==> src/rtl/seq_if.sv <==
// Bus between the instruction sequencer and its decoder/memory neighbours.
interface seq_if;
    logic [31:0] instr_in;
    logic        ir_we;
    logic        T_rst;
    logic        hlt;
    logic        mem_req;
    logic        mem_ready;
    logic [31:0] ir;
    logic [2:0]  T;
    logic [2:0]  instr_type;
    logic [6:0]  opcode;
    logic [2:0]  funct3;
    logic [4:0]  rd;
    logic [4:0]  rs1;
    logic [4:0]  rs2;
    logic        stall;
    logic        halted;
    logic        seq_err;
    logic [31:0] instret;

    modport master (
        output instr_in, ir_we, T_rst, hlt, mem_req, mem_ready,
        input  ir, T, instr_type, opcode, funct3, rd, rs1, rs2, stall, halted, seq_err, instret
    );

    modport slave (
        input  instr_in, ir_we, T_rst, hlt, mem_req, mem_ready,
        output ir, T, instr_type, opcode, funct3, rd, rs1, rs2, stall, halted, seq_err, instret
    );
endinterface

==> src/rtl/instr_sequencer.sv <==
// Instruction register, T-state counter, type classifier, halt latch, watchdog and retire counter.
// Optional memory wait-states are enabled by defining SEQ_MEM_WAIT_EN.
module instr_sequencer #(
    parameter logic [2:0]  MAX_T    = 3'd2,
    parameter logic [31:0] RESET_IR = 32'h0000_0000
) (
    input logic  clk,
    input logic  rst_n,
    seq_if.slave bus
);
    localparam int unsigned XLEN = 32;
    localparam int unsigned TW   = 3;

    localparam logic [6:0] OP_R      = 7'b0110011;
    localparam logic [6:0] OP_I_ALU  = 7'b0010011;
    localparam logic [6:0] OP_LOAD   = 7'b0000011;
    localparam logic [6:0] OP_JALR   = 7'b1100111;
    localparam logic [6:0] OP_STORE  = 7'b0100011;
    localparam logic [6:0] OP_BRANCH = 7'b1100011;
    localparam logic [6:0] OP_LUI    = 7'b0110111;
    localparam logic [6:0] OP_AUIPC  = 7'b0010111;
    localparam logic [6:0] OP_JAL    = 7'b1101111;
    localparam logic [6:0] OP_FENCE  = 7'b0001111;
    localparam logic [6:0] OP_SYSTEM = 7'b1110011;

    typedef enum logic {ST_RUN, ST_HALT} state_t;

    state_t            state_q, state_d;
    logic [XLEN-1:0]   ir_q, ir_d;
    logic [XLEN-1:0]   instret_q, instret_d;
    logic [TW-1:0]     t_q, t_d;
    logic              err_q, err_d;
    logic              stall_c;
    logic [2:0]        type_c;

`ifdef SEQ_MEM_WAIT_EN
    assign stall_c = bus.mem_req & ~bus.mem_ready & (state_q == ST_RUN);
`else
    logic unused_mem;
    assign unused_mem = bus.mem_req ^ bus.mem_ready;
    assign stall_c    = 1'b0;
`endif

    // State registers
    always_ff @(posedge clk or negedge rst_n) begin
        if (!rst_n) begin
            state_q   <= ST_RUN;
            ir_q      <= RESET_IR;
            instret_q <= '0;
            t_q       <= '0;
            err_q     <= 1'b0;
        end else begin
            state_q   <= state_d;
            ir_q      <= ir_d;
            instret_q <= instret_d;
            t_q       <= t_d;
            err_q     <= err_d;
        end
    end

    // Sequencing: hlt beats T_rst beats watchdog beats normal advance
    always_comb begin
        state_d   = state_q;
        ir_d      = ir_q;
        instret_d = instret_q;
        t_d       = t_q;
        err_d     = err_q;
        if (state_q == ST_RUN && !stall_c) begin
            if (bus.ir_we) ir_d = bus.instr_in;
            if (bus.hlt) begin
                state_d = ST_HALT;
                t_d     = '0;
            end else if (bus.T_rst) begin
                t_d       = '0;
                instret_d = instret_q + XLEN'(1);
            end else if (t_q == MAX_T) begin
                t_d   = '0;
                err_d = 1'b1;
            end else begin
                t_d = t_q + TW'(1);
            end
        end
    end

    // Instruction type classification
    always_comb begin
        type_c = 3'd0;
        case (ir_q[6:0])
            OP_R:                        type_c = 3'd1;
            OP_I_ALU, OP_LOAD, OP_JALR:  type_c = 3'd2;
            OP_STORE:                    type_c = 3'd3;
            OP_BRANCH:                   type_c = 3'd4;
            OP_LUI, OP_AUIPC:            type_c = 3'd5;
            OP_JAL:                      type_c = 3'd6;
            OP_FENCE, OP_SYSTEM:         type_c = 3'd7;
            default:                     type_c = 3'd0;
        endcase
    end

    assign bus.ir         = ir_q;
    assign bus.T          = t_q;
    assign bus.instr_type = type_c;
    assign bus.opcode     = ir_q[6:0];
    assign bus.funct3     = ir_q[14:12];
    assign bus.rd         = ir_q[11:7];
    assign bus.rs1        = ir_q[19:15];
    assign bus.rs2        = ir_q[24:20];
    assign bus.stall      = stall_c;
    assign bus.halted     = (state_q == ST_HALT);
    assign bus.seq_err    = err_q;
    assign bus.instret    = instret_q;
endmodule

==> src/flat_wrapper.sv <==
// flat-port wrapper written by rule: the top's interface ports become plain ports
module instr_sequencer_flat 
#(
    parameter logic [2:0]  MAX_T    = 3'd2,
    parameter logic [31:0] RESET_IR = 32'h0000_0000
)
  (clk, rst_n, bus_instr_in, bus_ir_we, bus_T_rst, bus_hlt, bus_mem_req, bus_mem_ready, bus_ir, bus_T, bus_instr_type, bus_opcode, bus_funct3, bus_rd, bus_rs1, bus_rs2, bus_stall, bus_halted, bus_seq_err, bus_instret);
  seq_if bus_i ();
  input logic clk;
  input logic rst_n;
  input wire logic [$bits(bus_i.instr_in)-1:0] bus_instr_in;
  input wire logic [$bits(bus_i.ir_we)-1:0] bus_ir_we;
  input wire logic [$bits(bus_i.T_rst)-1:0] bus_T_rst;
  input wire logic [$bits(bus_i.hlt)-1:0] bus_hlt;
  input wire logic [$bits(bus_i.mem_req)-1:0] bus_mem_req;
  input wire logic [$bits(bus_i.mem_ready)-1:0] bus_mem_ready;
  output wire logic [$bits(bus_i.ir)-1:0] bus_ir;
  output wire logic [$bits(bus_i.T)-1:0] bus_T;
  output wire logic [$bits(bus_i.instr_type)-1:0] bus_instr_type;
  output wire logic [$bits(bus_i.opcode)-1:0] bus_opcode;
  output wire logic [$bits(bus_i.funct3)-1:0] bus_funct3;
  output wire logic [$bits(bus_i.rd)-1:0] bus_rd;
  output wire logic [$bits(bus_i.rs1)-1:0] bus_rs1;
  output wire logic [$bits(bus_i.rs2)-1:0] bus_rs2;
  output wire logic [$bits(bus_i.stall)-1:0] bus_stall;
  output wire logic [$bits(bus_i.halted)-1:0] bus_halted;
  output wire logic [$bits(bus_i.seq_err)-1:0] bus_seq_err;
  output wire logic [$bits(bus_i.instret)-1:0] bus_instret;
  assign bus_i.instr_in = bus_instr_in;
  assign bus_i.ir_we = bus_ir_we;
  assign bus_i.T_rst = bus_T_rst;
  assign bus_i.hlt = bus_hlt;
  assign bus_i.mem_req = bus_mem_req;
  assign bus_i.mem_ready = bus_mem_ready;
  assign bus_ir = bus_i.ir;
  assign bus_T = bus_i.T;
  assign bus_instr_type = bus_i.instr_type;
  assign bus_opcode = bus_i.opcode;
  assign bus_funct3 = bus_i.funct3;
  assign bus_rd = bus_i.rd;
  assign bus_rs1 = bus_i.rs1;
  assign bus_rs2 = bus_i.rs2;
  assign bus_stall = bus_i.stall;
  assign bus_halted = bus_i.halted;
  assign bus_seq_err = bus_i.seq_err;
  assign bus_instret = bus_i.instret;
  instr_sequencer #(.MAX_T(MAX_T), .RESET_IR(RESET_IR)) u_core (.clk(clk), .rst_n(rst_n), .bus(bus_i));
endmodule
==> config.mk <==
export PLATFORM = sky130hd
export DESIGN_NAME = instr_sequencer_flat
export DESIGN_NICKNAME = d
export VERILOG_FILES = /design/src/rtl/seq_if.sv /design/src/rtl/instr_sequencer.sv /design/src/flat_wrapper.sv
export SDC_FILE = /design/constraint.sdc
export NUM_CORES = 1
export LEC_CHECK = 0
export ABC_AREA = 1
export BUFFER_PORTS_ARGS = -buffer_cell sky130_fd_sc_hd__buf_4
export CORE_ASPECT_RATIO = 0.7
export CORE_MARGIN = 2
export CORE_UTILIZATION = 45
export CTS_BUF_LIST = sky130_fd_sc_hd__clkbuf_8
export DETAILED_ROUTE_END_ITERATION = 8
export GPL_TIMING_DRIVEN = 0
export PLACE_DENSITY = 0.75
export SLEW_MARGIN = 0
export SYNTH_ARGS = -nofsm -noshare
export SYNTH_HDL_FRONTEND = slang
export SYNTH_SLANG_ARGS = --single-unit
==> constraint.sdc <==
create_clock -name clk -period 2.4 [get_ports clk]
set_clock_uncertainty 0.15 [all_clocks]
set_input_delay 0.24 -clock clk [delete_from_list [all_inputs] [get_ports clk]]
set_output_delay 0.24 -clock clk [all_outputs]
set_load 0.1 [all_outputs]
==> metrics.txt <==
outcome=finished clean; IO Count=137; Post-synth EDFFs=0; Clock Path Buffers=2; WL/cell=15.3 um; clock period minus worst slack=2.20 ns; gpl congestion=0.932; Worst-Margin Slew=0.868 ns; vias per cell=around 4.8; Worst path depth=6; CTS clk-pin slew, worst paths=~0.08 ns; area growth from synthesis to layout=47.4%; Hold Vio Cnt, Final=0; ys flop type=dfrtp_1; # rows=26; Inserted Diodes=0; most frequent cell after synthesis=nand2_1; f_max=approximately 460 MHz; P_leak=0.00282 uW; detailed router's first-iteration violation count=209; drt drc=0; die area=8570 sq um; Port Buffer Count=133; Hold Path End=u_core.bus.ir[6]; Internal Power=1750 uW; Post-Syn Area per Cell=about 9.3 sq um; top cells by count, synth=nand2_1 (84), dfrtp_1 (69), nor2_1 (42); clk sinks=between 60 and 70; Nets=597; syn_nets=420; Arr. time, crit path=1.81 ns; post-detailed-route count of antenna-violating nets=0; pwr dens=436 nW/um^2; required time of the critical path=around 2 ns; Worst-Skew Late Latency=0.35 ns; top-area cell type share of the netlist area=49.0%; Initial Utilization=47.3%; worst hold path stage count=3; top cells by area, synth=dfrtp_1 (49%), mux2_2 (8.9%), nand2_1 (8.9%), buf_4 (5.5%), nor2_1 (4.5%); reg2reg end=u_core.bus.instret[21]; sequential fraction of the synthesis area=between 40 and 50%; CP endpoint kind=output pin; slew margin rel.=42.1%; Yosys warning total=0; Gate Count Post-Synth=380; Peak VDD IR=~0.00027 V; Detailed Place HPWL=roughly 7000 um; Slew Viols, Final=0; Crit Path Class=flip-flop to output pin; largest net degree at the start of global routing=70; Psw=515 uW; post-CTS setup buffers=0; DP Worst Slack=0.492 ns; CTS tree=yes; Crit Reg-Reg Startpoint=u_core.bus.halted; switching portion of total power=between 20 and 25%; post-synthesis cell area=3530 sq um; post-placement cell count=611; drt pass-1 iters=4; first-pass GRT wire length=15700 um; sequential share of power=51.3%; vias in the first global route=3139; Non-Filler Instances=660; clock power share=a little over two fifths; crit share post-route=91.6%; hold_sp=bus_instr_in[6]; initial antenna violation count=0; Final Worst Setup Slack=0.202 ns; TNS Setup=0 ns; area leader, netlist=dfrtp_1; Comb pwr share=5.5%; root buf cell=clkbuf_8; GR Overflow Total=0; Critical Path, Cell by Cell=nor3_2, nand3_1, o21ai_0, nor2_1, nand2_1, buf_4; max cap viols=0; Slowest cell on crit path=dfrtp_1; Hold Path Class=primary input to flip-flop; Core Area=7450 sq um; layout cells sized above 1=approximately two fifths; GRT Overall Usage=23.9%; DR vias=3174; FF-to-FF path depth=8; die height=78.1 um; Post-synth ARST share=100%; Die W=110 um; Num CTS Buffers=9; CP peak stage delay=0.45 ns; worst-path maximum fanout=6; Hold Slack=around 0.007 ns; Worst setup SP type=flip-flop; Tot Pwr=~2300 uW; H-tree depth=3; Worst Path Buf+Inv=1; RSZ-0062 raised after global routing=no; DRT Wirelength=between 10000 and 15000 um; post-synth cell types=31; final setup violation count=0; Seq cells post-synth=69; Worst R2R Setup Slack=roughly 0.65 ns; Top delay family on crit path=simple AND/OR/NAND/NOR gates
power groups by stage:
stage	Sequential, uW	Clock (uW)	Combinational (uW)
floorplan	1180	0	9.62
global placement	1180	0	78.0
detailed placement	1180	0	78.6
CTS	1160	1000	124
global route	1160	1050	135
finish	1160	977	125
area by class of cell:
cell class              instances  area, sq um
fillers                       549         2250
clock buffers                  10          138
repair buffers                166         1330
inverters                      40          150
clock inverters                 6         71.3
well taps                      98          123
multi-input cells             242         1450
flip-flops and latches         69         1730
plain buffers                  29          210
worst reg2reg max path, stage by stage (launching register included):
cell,delay (ns)
dfrtp_1,0.42
inv_2,0.12
nand3_4,0.17
inv_1,0.20
nand2_1,0.11
nor2_1,0.22
nand4_1,0.11
nand2_1,0.08
nand2_1,0.06
metrics by stage:
stage,utilization [%],instance area (sq um)
after floorplan,-,3530
after global placement,62.5,4650
after detailed placement,62.5,4650
after CTS,69.7,5190
after global routing,69.8,5200
final,69.8,5200
timing repair:
item,in CTS,in global routing
hold endpoints to repair,101,0
resized for setup,0,1
hold buffers,33,0
endpoints found under the setup margin,0,2
cell usage in the layout, fill, tap and decap left out, types with 6 or more instances in the layout:
master         netlist  final
mux2_2              28     28
dlygate4sd3_1        0     33
clkbuf_8             0     10
nand4_1              8      8
nand3_1             14     14
dfrtp_1             69     66
xor2_1              12     12
nor2_1              42     42
nand2_1             84     83
xnor2_1              9      9
buf_4               26    159
inv_1               39     39
nor3_1               7      6
metal layers:
metal  global-route usage, %  wire, um
met1                    31.1      4330
met4                    6.84       116
met2                    39.3      4810
met3                    6.23       851
met5                       0         0
cells by family (layout without fill, tap and decap cells):
group,count (synthesis),after routing,share of synthesized area [%]
other cells,1,1,0.106
xor+xnor,21,21,5.21
simple gates,176,176,23.8
flops,69,69,49.0
compound gates,15,15,2.45
buf+inv,69,251,10.2
mux,28,28,8.94
fa+ha+maj,1,1,0.355
flip-flops by register name, summed over array words and instances (netlist names):
register            flops
u_core.bus.instret     32
u_core.bus.ir          32
u_core.bus.T            3
u_core.bus.halted       1
u_core.bus.seq_err      1
worst max-delay path by stage:
stage | end | start
floorplan | bus_instr_type[1] | u_core.bus.ir[2]
global placement | bus_instr_type[2] | u_core.bus.ir[2]
detailed placement | bus_instr_type[2] | u_core.bus.ir[2]
CTS | bus_instr_type[2] | u_core.bus.ir[2]
global route | bus_instr_type[1] | u_core.bus.ir[3]
finish | bus_instr_type[2] | u_core.bus.ir[2]
Note: power is estimated with default switching activity, not from simulation.
